## src/rtl/max_net_pkg.sv

```systemverilog
// -----------------------------------------------------------------------------
// max_net_pkg
// Shared definitions for the MAXNET winner-take-all block:
//   - default parameter values
//   - FSM state encoding
//   - clamp_to_zero(): forces a negative two's-complement value to zero
// -----------------------------------------------------------------------------
package max_net_pkg;

    localparam int unsigned DEFAULT_N        = 4;
    localparam int unsigned DEFAULT_WIDTH    = 16;
    localparam int unsigned DEFAULT_FRAC     = 12;
    localparam int unsigned DEFAULT_MAX_ITER = 63;

    // Widest activation the clamp helper can handle.
    localparam int unsigned CLAMP_MAX_W = 64;

    typedef enum logic [2:0] {
        ST_IDLE   = 3'd0,
        ST_CHECK  = 3'd1,
        ST_SUM    = 3'd2,
        ST_UPDATE = 3'd3,
        ST_DONE   = 3'd4
    } state_t;

    // The caller zero-extends a WIDTH-bit value into 'value' and names its
    // sign bit position; a set sign bit means the activation was negative.
    function automatic logic [CLAMP_MAX_W-1:0] clamp_to_zero(
        input logic [CLAMP_MAX_W-1:0] value,
        input logic [5:0]             sign_pos
    );
        logic [CLAMP_MAX_W-1:0] result;
        if (value[sign_pos]) begin
            result = '0;
        end else begin
            result = value;
        end
        return result;
    endfunction

endpackage : max_net_pkg

```

## src/rtl/max_net_update_unit.sv

```systemverilog
// -----------------------------------------------------------------------------
// max_net_update_unit
// Combinational inhibition step for one channel:
//   x_next = max(0, x_k - ceil(eps * (sum - x_k) / 2^FRAC))
// Ports:
//   x_k    : current (non-negative) activation of the channel
//   sum    : sum of all activations, frozen for the whole update phase
//   eps    : unsigned inhibition weight with FRAC fractional bits
//   x_next : updated activation
// -----------------------------------------------------------------------------
module max_net_update_unit #(
    parameter int unsigned WIDTH = 16,
    parameter int unsigned FRAC  = 12,
    parameter int unsigned SUM_W = 18
) (
    input  logic [WIDTH-1:0] x_k,
    input  logic [SUM_W-1:0] sum,
    input  logic [WIDTH-1:0] eps,
    output logic [WIDTH-1:0] x_next
);

    localparam int unsigned PROD_W = WIDTH + SUM_W;

    // Adding 2^FRAC-1 before the shift turns truncation into a ceiling, so
    // any nonzero product removes at least one LSB.
    localparam logic [PROD_W-1:0] ROUND_UP = {{(PROD_W-FRAC){1'b0}}, {FRAC{1'b1}}};

    logic [SUM_W-1:0]  others_s;
    logic [PROD_W-1:0] prod_s;
    logic [PROD_W-1:0] dec_s;
    logic [PROD_W-1:0] x_wide_s;

    // Inhibition from the other channels, rounded up, then floored at zero.
    always_comb begin
        others_s = sum - {{(SUM_W-WIDTH){1'b0}}, x_k};
        prod_s   = {{SUM_W{1'b0}}, eps} * {{WIDTH{1'b0}}, others_s};
        dec_s    = (prod_s + ROUND_UP) >> FRAC;
        x_wide_s = {{SUM_W{1'b0}}, x_k};
        if (dec_s >= x_wide_s) begin
            x_next = '0;
        end else begin
            x_next = WIDTH'(x_wide_s - dec_s);
        end
    end

endmodule : max_net_update_unit

```

## src/rtl/max_net_n.sv

```systemverilog
// -----------------------------------------------------------------------------
// max_net_n
// N-channel MAXNET winner-take-all. Activations mutually inhibit each other
// until a single nonzero channel remains (winner), all reach zero (tie), or
// the iteration cap is hit (timeout).
// Ports:
//   clk, rst    : clock, asynchronous active-high reset
//   start       : begin a competition (accepted only in IDLE or DONE)
//   x_init      : N packed signed activations, channel k at [k*WIDTH +: WIDTH]
//   eps         : unsigned inhibition weight, FRAC fractional bits
//   done        : high while in DONE
//   out         : one-hot winner, zero on tie or timeout
//   busy        : high in CHECK, SUM, UPDATE
//   tie         : every activation reached zero in the same iteration
//   timeout     : MAX_ITER iterations without a winner
//   iter_count  : completed iterations
// Each iteration is SUM (N cycles) then UPDATE (N cycles), one channel per
// cycle, followed by a single CHECK cycle. One update unit is time-shared.
// -----------------------------------------------------------------------------
module max_net_n
    import max_net_pkg::*;
#(
    parameter int unsigned N        = DEFAULT_N,
    parameter int unsigned WIDTH    = DEFAULT_WIDTH,
    parameter int unsigned FRAC     = DEFAULT_FRAC,
    parameter int unsigned MAX_ITER = DEFAULT_MAX_ITER
) (
    input  logic                          clk,
    input  logic                          rst,
    input  logic                          start,
    input  logic [N*WIDTH-1:0]            x_init,
    input  logic [WIDTH-1:0]              eps,
    output logic                          done,
    output logic [N-1:0]                  out,
    output logic                          busy,
    output logic                          tie,
    output logic                          timeout,
    output logic [$clog2(MAX_ITER+1)-1:0] iter_count
);

    localparam int unsigned SUM_W  = WIDTH + $clog2(N);
    localparam int unsigned IDX_W  = $clog2(N);
    localparam int unsigned ITER_W = $clog2(MAX_ITER + 1);

    localparam logic [IDX_W-1:0]  IDX_LAST = IDX_W'(N - 1);
    localparam logic [ITER_W-1:0] ITER_CAP = ITER_W'(MAX_ITER);
    localparam logic [N-1:0]      ONE_N    = {{(N-1){1'b0}}, 1'b1};

    state_t              state_q, state_d;
    logic [WIDTH-1:0]    x_q [N];
    logic [WIDTH-1:0]    x_d [N];
    logic [SUM_W-1:0]    sum_q, sum_d;
    logic [WIDTH-1:0]    eps_q, eps_d;
    logic [IDX_W-1:0]    idx_q, idx_d;
    logic [ITER_W-1:0]   iter_q, iter_d;
    logic [N-1:0]        out_q, out_d;
    logic                tie_q, tie_d;
    logic                timeout_q, timeout_d;
    logic                done_q, done_d;
    logic                busy_q, busy_d;

    logic [WIDTH-1:0]    init_clamped_s [N];
    logic [N-1:0]        nz_s;
    logic                single_s;
    logic [WIDTH-1:0]    upd_s;

    max_net_update_unit #(
        .WIDTH (WIDTH),
        .FRAC  (FRAC),
        .SUM_W (SUM_W)
    ) u_update (
        .x_k    (x_q[idx_q]),
        .sum    (sum_q),
        .eps    (eps_q),
        .x_next (upd_s)
    );

    // Negative initial activations are clamped to zero at capture.
    always_comb begin
        for (int k = 0; k < N; k++) begin
            init_clamped_s[k] = WIDTH'(clamp_to_zero(CLAMP_MAX_W'(x_init[k*WIDTH +: WIDTH]),
                                                     6'(WIDTH - 1)));
        end
    end

    // Nonzero map; exactly one bit set means a winner has emerged.
    always_comb begin
        for (int k = 0; k < N; k++) begin
            nz_s[k] = (x_q[k] != '0);
        end
        single_s = (nz_s != '0) && ((nz_s & (nz_s - ONE_N)) == '0);
    end

    // Next-state and datapath control.
    always_comb begin
        state_d   = state_q;
        x_d       = x_q;
        sum_d     = sum_q;
        eps_d     = eps_q;
        idx_d     = idx_q;
        iter_d    = iter_q;
        out_d     = out_q;
        tie_d     = tie_q;
        timeout_d = timeout_q;

        case (state_q)
            ST_IDLE, ST_DONE: begin
                if (start) begin
                    x_d       = init_clamped_s;
                    eps_d     = eps;
                    iter_d    = '0;
                    out_d     = '0;
                    tie_d     = 1'b0;
                    timeout_d = 1'b0;
                    idx_d     = '0;
                    state_d   = ST_CHECK;
                end else begin
                    state_d   = state_q;
                end
            end
            ST_CHECK: begin
                if (single_s) begin
                    out_d   = nz_s;
                    state_d = ST_DONE;
                end else if (nz_s == '0) begin
                    tie_d   = 1'b1;
                    state_d = ST_DONE;
                end else if (iter_q == ITER_CAP) begin
                    timeout_d = 1'b1;
                    state_d   = ST_DONE;
                end else begin
                    iter_d  = iter_q + ITER_W'(1);
                    sum_d   = '0;
                    idx_d   = '0;
                    state_d = ST_SUM;
                end
            end
            ST_SUM: begin
                sum_d = sum_q + {{(SUM_W-WIDTH){1'b0}}, x_q[idx_q]};
                if (idx_q == IDX_LAST) begin
                    idx_d   = '0;
                    state_d = ST_UPDATE;
                end else begin
                    idx_d   = idx_q + IDX_W'(1);
                end
            end
            ST_UPDATE: begin
                // Only channel idx_q changes, so sum_q stays the pre-update sum.
                x_d[idx_q] = upd_s;
                if (idx_q == IDX_LAST) begin
                    idx_d   = '0;
                    state_d = ST_CHECK;
                end else begin
                    idx_d   = idx_q + IDX_W'(1);
                end
            end
            default: begin
                state_d = ST_IDLE;
            end
        endcase

        done_d = (state_d == ST_DONE);
        busy_d = (state_d == ST_CHECK) || (state_d == ST_SUM) || (state_d == ST_UPDATE);
    end

    // State and datapath registers; reset clears everything at once.
    always_ff @(posedge clk or posedge rst) begin
        if (rst) begin
            state_q   <= ST_IDLE;
            for (int k = 0; k < N; k++) begin
                x_q[k] <= '0;
            end
            sum_q     <= '0;
            eps_q     <= '0;
            idx_q     <= '0;
            iter_q    <= '0;
            out_q     <= '0;
            tie_q     <= 1'b0;
            timeout_q <= 1'b0;
            done_q    <= 1'b0;
            busy_q    <= 1'b0;
        end else begin
            state_q   <= state_d;
            x_q       <= x_d;
            sum_q     <= sum_d;
            eps_q     <= eps_d;
            idx_q     <= idx_d;
            iter_q    <= iter_d;
            out_q     <= out_d;
            tie_q     <= tie_d;
            timeout_q <= timeout_d;
            done_q    <= done_d;
            busy_q    <= busy_d;
        end
    end

    assign done       = done_q;
    assign out        = out_q;
    assign busy       = busy_q;
    assign tie        = tie_q;
    assign timeout    = timeout_q;
    assign iter_count = iter_q;

endmodule : max_net_n

```

## config.mk

```make
export PLATFORM = sky130hd
export DESIGN_NAME = max_net_n
export DESIGN_NICKNAME = d
export VERILOG_FILES = /design/src/rtl/max_net_pkg.sv /design/src/rtl/max_net_update_unit.sv /design/src/rtl/max_net_n.sv
export SDC_FILE = /design/constraint.sdc
export NUM_CORES = 1
export LEC_CHECK = 0
export CELL_PAD_IN_SITES_DETAIL_PLACEMENT = 1
export CELL_PAD_IN_SITES_GLOBAL_PLACEMENT = 2
export CORE_UTILIZATION = 40
export DETAILED_ROUTE_END_ITERATION = 10
export PLACE_DENSITY = 0.95
export SYNTH_ARGS = -nofsm -noshare
export SYNTH_HDL_FRONTEND = slang
export SYNTH_SLANG_ARGS = --single-unit
export TNS_END_PERCENT = 20
```

## constraint.sdc

```tcl
create_clock -name clk -period 15.7 [get_ports clk]
set_input_delay 1.57 -clock clk [delete_from_list [all_inputs] [get_ports clk]]
set_output_delay 1.57 -clock clk [all_outputs]
set_load 0.03 [all_outputs]
```

Word level (Yosys, flattened, before mapping)
Index checks and enable logic that the tools add are counted.
Widths: inputs -> output; s select.
- register bits after elaboration: 117
- input bits: 83
- logic and storage cells: 116
- add/sub/neg operators: 7
- $mul: 1
- order comparisons: 3
- equal/unequal tests: 17
- muxes and demuxes: 46
- bitwise operators: 2
- reduce and logical (&&, ||, !) cells: 26
- operator list (kind ; count):
    $pmux 64 s2 ; 1
    $bwmux 64 ; 1
    $mux 16 ; 4
    $mux 64 ; 1
    $reduce_bool 16->1 ; 4
    $mux 15 ; 4
    $mux 18 ; 3
    $pmux 18 s2 ; 1
    $add 34x12->34 const B ; 1
    $mul 16x18->34 ; 1
    $bmux 16 s2 ; 1
    $demux 16 s2 ; 1
    $mux 6 ; 4
    $ge 22x16->1 ; 1
    $add 18x16->18 ; 1
    $mux 3 ; 6
    $sub 18x16->18 ; 1
    $sub 16x16->16 ; 1
    $reduce_and 5->1 ; 3
    $ne 2x2->1 const B ; 7
    $eq 3x2->1 const B ; 4
    $pmux 3 s4 ; 1
    $pmux 6 s2 ; 1
    $mux 2 ; 5
    27 further kinds ; 44

Longest topological paths before layout
Gate-level depths: netlist of run 1.
- word-level depth: 11
- depth in mapped cells: 46
- gate-level depth less buffers: 43

Cells and area by module
Synthesis of run 1 repeated with hierarchy kept, for this count alone.
- cells, all modules: 2139
- area, all modules: 18748.0 µm²
- by module, submodules not included (module ; times used ; cells an instance ; area an instance (µm²) ; seq. area each (µm²)):
    max_net_update_unit ; 1 ; 1473 ; 12306.8 ; 0.0
    max_net_n ; 1 ; 666 ; 6441.2 ; 2927.8

Worst setup path before layout of run 1
OpenSTA, ideal clock, no wires.
- kind: reg2reg
- start point: reg idx_q[0]
- end point: reg x_q[20] (netlist name)
- setup time: 0.073 ns
- data arrival time: 10.343 ns
- slack: 5.284 ns
- cell stages (with the launch flop): 43
- buffers on the path: 3
- cell sequence: dfrtp_1 -> clkbuf_1 -> clkbuf_1 -> mux4_2 -> ha_1 -> fa_1 -> nor2b_1 -> o21ai_0 -> a21boi_0 -> o21bai_1 -> a21oi_1 -> o2111ai_1 -> a21oi_1 -> o21a_1 -> o31a_1 -> clkbuf_1 -> nand2_1 -> fa_1 -> (+7 left out) -> inv_1 -> ha_1 -> a21o_1 -> a21o_1 -> a21oi_2 -> o221ai_1 -> or2_2 -> a21o_1 -> xor2_1 -> ha_1 -> and4_1 -> nand3_1 -> a21oi_1 -> a21oi_1 -> and3_1 -> nand4_4 -> or4_4 -> a21oi_2
- word-level cells in the longest chain between the ends: 11
- elaborated cells between the ends (all ways): 17
- classes of those cells: add/sub (3); mul (1); order compare (3); mux (8); bitwise (1); reduce/logical (1)
- ends and longest elaborated chain (what ; RTL line ; text):
    start: declaration ; max_net_n.sv:54 ; logic [IDX_W-1:0] idx_q, idx_d;
    start signal: assignment ; max_net_n.sv:187 ; idx_q <= idx_d;
    $not 2->3 (not written as such) (*) ; max_net_n.sv:72, max_net_n.sv:149 ;
    $bmux 16 s2 ; max_net_n.sv:72 ; .x_k (x_q[idx_q]),
    $mux 16 (not written as such) (2 in series) ; max_net_n.sv:72 ;
    $sub 18x16->18 ; max_net_update_unit.sv:35 ; others_s = sum - {{(SUM_W-WIDTH){1'b0}}, x_k};
    $mul 16x18->34 ; max_net_update_unit.sv:36 ; prod_s = {{SUM_W{1'b0}}, eps} * {{WIDTH{1'b0}}, others_s};
    $add 34x12->34 ; max_net_update_unit.sv:37 ; dec_s = (prod_s + ROUND_UP) >> FRAC;
    $ge 22x16->1 or $sub 16x16->16 (tied branches) ; max_net_update_unit.sv:39, max_net_update_unit.sv:42 ;
    $mux 16 ; max_net_update_unit.sv:39 ; if (dec_s >= x_wide_s) begin
    $bwmux 64 (*) ; max_net_n.sv:149 ; x_d[idx_q] = upd_s;
    $pmux 64 s2 (*) ; max_net_n.sv:106 ; case (state_q)
    end signal: indexed assignment ; max_net_n.sv:171 ; x_q[k] <= '0;
    end signal: assignment ; max_net_n.sv:184 ; x_q <= x_d;
    end: declaration ; max_net_n.sv:50 ; logic [WIDTH-1:0] x_q [N];
Every way passes the cells marked *; elsewhere a longest branch is shown, timed or not. The select of a mux whose other input is x is not followed.
A chain may end at the register's enable or synchronous reset.

Worst setup path in the final report of run 1
- start point: reg idx_q[1]
- end point: reg x_q[0] (netlist name)
The elaborated chain is that of the path after synthesis.

==> results of run 1 <==
[cells in the final DEF, fill, tap and decap left out, drive strengths merged, types with 9 or more instances in the layout]
master | Yosys | routed
inv | 303 | 305
nand3 | 31 | 31
o31ai | 18 | 18
nand4 | 13 | 13
nor3 | 19 | 19
a21boi | 22 | 22
xor2 | 15 | 15
a22oi | 22 | 22
a21oi | 77 | 77
clkbuf | 83 | 22
xnor2 | 44 | 44
nor2b | 28 | 28
a31oi | 9 | 9
a21o | 16 | 16
or3 | 12 | 12
o21ai | 105 | 105
fa | 235 | 235
clkdlybuf4s50 | 0 | 96
a221oi | 15 | 15
mux4 | 16 | 16
nor2 | 54 | 54
ha | 172 | 172
dfrtp | 117 | 117
a22o | 12 | 12
o21bai | 10 | 10
nand2 | 278 | 278
buf | 8 | 21
and2 | 99 | 99
nor4 | 19 | 19
o21a | 9 | 9
nand2b | 28 | 28
[worst reg2reg max path: cells and delay by family, from the launching register on]
| kind | cells | cell delay (ns) |
|---|---|---|
| AO/OA/AOI/OAI | 15 | 3.43 |
| XOR/XNOR | 1 | 0.22 |
| adder cells (fa/ha/maj) | 9 | 4.14 |
| buffers and inverters | 4 | 0.29 |
| flip-flops | 1 | 0.99 |
| multiplexers | 1 | 0.69 |
| AND/OR/NAND/NOR | 8 | 2.72 |
[worst paths after layout]
| path | from | end | slack, ns | cells after the start |
|---|---|---|---|---|
| worst max-delay path | idx_q[1] | x_q[0] | 3.12 | 38 |
| min in group asynchronous | rst | x_q[45] | 1.61 | 2 |
| worst min register to register | timeout | timeout | 0.52 | 2 |
| worst min-delay path | timeout | timeout | 0.52 | 2 |
| worst max register to register | idx_q[1] | x_q[0] | 3.12 | 38 |
| max in group asynchronous | rst | sum_q[3] | 12.69 | 3 |
[through the flow]
stage	hold slack, ns	instance area [sq um]	util, %	worst slack [ns]	cells
2_1_floorplan	0.478	17500	-	5.28	1957
4_1_cts	0.527	19600	45.6	3.21	2600
3_5_place_dp	0.501	19000	44.2	3.41	2568
6_report	0.522	19600	45.6	3.12	2601
3_3_place_gp	0.484	19000	44.2	3.69	2568
5_1_grt	0.542	19600	45.6	2.60	2600
[layer usage]
layer / global-route usage (%) / wire length, um / up-vias
li1: - / - / 6477
met1: 33.1 / 23200 / 7493
met4: 7.92 / 1510 / 0
met3: 3.82 / 2630 / 105
met5: 0 / 0 / -
met2: 45.6 / 27800 / 430
[state kept, by name, summed over array words and instances, names as in the netlist]
name and flops:
state_q 3, busy 1, x_q 64, tie 1, iter_count 6, sum_q 18
done 1, out 4, eps_q 16, timeout 1, idx_q 2
[layout make-up]
type | count | area share, %
Inverter | 303 | 5.81
Multi-Input combinational cell | 1446 | 66.8
Sequential cell | 117 | 14.9
Timing Repair Buffer | 117 | 5.70
Clock buffer | 22 | 2.42
Clock inverter | 10 | 0.618
Tap cell | 585 | 3.73
Antenna cell | 1 | 0.0127
[cell families (layout without fill, tap and decap cells)]
family / Yosys count / count (layout) / share of synthesized area [%]
buffers and inverters: 394 / 452 / 8.53
other: 0 / 1 / 0
DFF: 117 / 117 / 16.8
AOI/OAI and AO/OA: 363 / 363 / 13.8
muxes: 18 / 18 / 2.18
xor gates and xnor gates: 59 / 59 / 2.96
adders and majority gates: 407 / 407 / 39.2
and+or+nand+nor: 599 / 599 / 16.6
==> results_dict.tcl, run 1 <==
set metrics [dict create \
    synth-edff-count 0 \
    fin_crit_ns 12.58 \
    cts_root_buffer "clkbuf_16" \
    worst_slew_pin_slew_ns 1.18 \
    critical_path_buf_inv_count 4 \
    finClkSkew_ns 0.00848 \
    ys_ff_latch 117 \
    synth_common_cells "inv_1 (303), nand2_1 (278), fa_1 (235)" \
    critPathCaptureType "flip-flop" \
    totalNegativeSetupSlack_ns 0 \
    synthTopCellsByArea "fa_1 (27%), dfrtp_1 (17%), ha_1 (12%)" \
    core_sq_um 43100 \
    cp_slowest_cell "dfrtp_1" \
    cts_tree "yes" \
    areaGrowthSynthToFinish_pct 12.3 \
    grt-ovfl-total 0 \
    dieArea_sq_um 44500 \
    antenna_found_initial 0 \
    final_nets 2492 \
    crit_type "flip-flop to flip-flop" \
    worstPathRequired_ns 16.02 \
    relSlewSlack_pct 21.2 \
    cp_max_fo 20 \
    grt_pass1_vias 16600 \
    clock.fmax_mhz 79.5 \
    start_util_pct 40.6 \
    dr.first_iter.drc_count 884 \
    ys_seq_area_share_pct 16.8 \
    ys_types 65 \
    totalWireLength_um 55100 \
    rsz0062_at_grt "no" \
    maxCapViolations 0 \
    min_path_type "flip-flop to flip-flop" \
    synth.largest_area_cell "fa_1" \
    outcome "completed" \
    wl_per_cell_um 21.2 \
    cts.repair.resized 0 \
    dp_hpwl_um 43000 \
    start_kind "flip-flop" \
    yosysMostFrequentCell "inv_1" \
    final-setup-viol-count 0 \
    cts_hold_buf 0 \
    synth.avg_cell_area_sq_um 8.93 \
    async_reset_ff_share_pct 100 \
    cpMostUsedCell "fa_1" \
    multi_input_area_sq_um 13100 \
    cts_buffers 17 \
    rows 76 \
    finalCritPeriodShare_pct 80.1 \
    grt_pass1_wl_um 89900 \
    place.gp.congestion 0.907 \
    slew_viol_final 0 \
    register_area_sq_um 2930 \
    yosysWarnings 0 \
    synth_top_area_share_pct 26.9 \
    synth_nets 2447 \
    ios 97 \
    synth-main-ff-cell "dfrtp_1" \
    cts-htree-levels 4 \
    clkLatencyLatePin_ns 0.44 \
    remaining_drc_errors 0 \
    via_count 14500 \
    clock_path_buffers 2 \
    avgViaCountPerCell 5.58 \
    grt.total_usage_pct 26.0 \
    fillers 5022 \
    syn_area_sq_um 17500 \
    syn_inst 1957 \
    antenna_left 0 \
    fp.dieH_um 211 \
    drive_above_1_share_pct 4.76 \
    grt_max_degree 87 \
    clk_pin_slew_ns 0.06 \
    cts_setup_buffers 0 \
    cts.sink_count 117 \
    worstPathArrival_ns 12.90 \
    slowest_delay_ns 0.99 \
    drtPass1Iterations 5 \
    cpLargestDelayFamily "adder cells" \
    die_width_um 211 \
    hold_violations 0 \
    numPortBuffers 96 \
]
Power of run 1 is not shown: default switching activity piles up to over one toggle a cycle in this logic, so the estimate is an artifact.
==> run 2: changes to the inputs <==
Settings changed: CORE_UTILIZATION 40 to 36, PLACE_DENSITY 0.95 to 0.92.
Clock period 15.7 ns to 11.08 ns, I/O delays scaled along.
==> run 2 against run 1 <==
Worst setup slack got worse by 2.6 ns. Highest routed layer unchanged. Sequential share of layout area decreased by 0.29 points. Non-clock buffer count increased by 42. Hold slack got worse by 0.037 ns. Register-to-register slack got worse by 2.6 ns.
==> results_dict.tcl, run 2 (synthesis gave the netlist of run 1 again) <==
set metrics [dict create \
    fin_crit_ns 10.55 \
    register_area_sq_um 2930 \
    dp_hpwl_um 44600 \
    cp_slowest_cell "mux4_2" \
    r2r_end "x_q[52]" \
    min_path_type "flip-flop to flip-flop" \
    setup_ws_ns 0.526 \
    placed_area_sq_um 19300 \
    drive_above_1_share_pct 7.49 \
    avgViaCountPerCell 5.45 \
    ios 97 \
    antenna_left 0 \
    path_depth 39 \
    place_inst 2633 \
    totalNegativeSetupSlack_ns 0 \
    wl_per_cell_um 20.9 \
    slew_viol_final 0 \
    hold_violations 0 \
    r2r_cells 39 \
    outcome "completed" \
    finalCritPeriodShare_pct 95.2 \
    final-setup-viol-count 0 \
    die_width_um 222 \
    cts_buffers 17 \
    dr.first_iter.drc_count 892 \
    rsz0062_at_grt "no" \
    largest-register "x_q" \
    final_nets 2534 \
    cts.sink_count 117 \
    critical_path_buf_inv_count 7 \
    stdcell_area_sq_um 20000 \
    grt_pass1_vias 16700 \
    antenna_found_initial 0 \
    final_cell_mix "inv_1 (302), nand2_1 (276), fa_1 (235)" \
    drtPass1Iterations 5 \
    largest_register_ffs 64 \
    final_common_cell "inv_1" \
    grt.total_usage_pct 23.5 \
    cts_tree "yes" \
    totalWireLength_um 55800 \
    fp.dieH_um 222 \
    core_sq_um 47800 \
    rows 80 \
    clkLatencyLatePin_ns 0.45 \
    multi_input_area_sq_um 13200 \
    clock.fmax_mhz 94.8 \
    cp_max_fo 10 \
    min_to "out[0]" \
    grt_max_degree 87 \
    areaGrowthSynthToFinish_pct 14.6 \
    critPathCaptureType "flip-flop" \
    reg2reg_from "idx_q[0]" \
    hp-start "out[0]" \
    remaining_drc_errors 0 \
    place.gp.congestion 0.929 \
    maxCapViolations 0 \
    min_path_cells 2 \
    cts_root_buffer "clkbuf_16" \
    slowest_delay_ns 0.60 \
    grt_pass1_wl_um 91000 \
    clock_path_buffers 2 \
    numPortBuffers 96 \
    top_regs "x_q: 64 flops, sum_q: 18 flops, eps_q: 16 flops" \
    relSlewSlack_pct 15.0 \
    worstPathRequired_ns 11.44 \
    crit_type "flip-flop to flip-flop" \
    reg2reg_slack_ns 0.53 \
    cpMostUsedCell "fa_1" \
    dieArea_sq_um 49400 \
    cts-htree-levels 4 \
    start_kind "flip-flop" \
    clk_pin_slew_ns 0.06 \
    start_util_pct 36.5 \
    via_count 14600 \
    fin_cells 2673 \
    finClkSkew_ns 0.0180 \
    dpl_worst_slack_ns -0.170 \
    worstPathArrival_ns 10.92 \
    worst_slew_pin_slew_ns 1.27 \
    grt-ovfl-total 0 \
    cts_hold_buf 0 \
    fillers 5626 \
    cpLargestDelayFamily "adder cells" \
]
-- run 2: per-stage QoR --
stage	hold slack, ns	utilization, %
2_1_floorplan	0.478	-
3_3_place_gp	0.475	40.3
3_5_place_dp	0.477	40.3
4_1_cts	0.490	41.5
5_1_grt	0.525	41.9
6_report	0.485	41.9
-- run 2: layer usage --
| metal | routed length [um] | up-vias | GRT usage (%) |
|---|---|---|---|
| met5 | 0 | - | 0 |
| met4 | 1210 | 0 | 7.12 |
| met3 | 2200 | 84 | 2.64 |
| met2 | 28000 | 386 | 41.0 |
| met1 | 24400 | 7542 | 30.4 |
| li1 | - | 6563 | - |
-- run 2: worst max-delay path by stage --
stage               to  slack (ns)     start
2_1_floorplan  x_q[20]        0.66  idx_q[0]
5_1_grt        x_q[33]        0.01  idx_q[1]
6_report       x_q[52]        0.53  idx_q[0]
3_3_place_gp   x_q[33]        0.29  idx_q[1]
3_5_place_dp   x_q[48]       -0.17  idx_q[1]
4_1_cts        x_q[48]        0.04  idx_q[1]
-- run 2: final cells by class --
type	count	area share [%]
Multi-Input combinational cell	1446	65.8
Sequential cell	117	14.6
Timing Repair Buffer	159	7.24
Inverter	303	5.69
Tap cell	615	3.84
Clock buffer	18	2.19
Clock inverter	14	0.631
Antenna cell	1	0.0125
-- run 2: tightest hold or removal path, delay by kind of cell (launching register included) --
kind	cells	cell delay, ns
AOI/OAI and AO/OA	1	0.06
DFF	1	0.34
and+or+nand+nor	1	0.05
-- run 2: what timing repair did --
action	CTS	global route
resized for setup	3	29
endpoints found under the setup margin	57	64
buffers inserted	0	7
pin swaps	0	3
Power of run 2 is left out for the same reason.
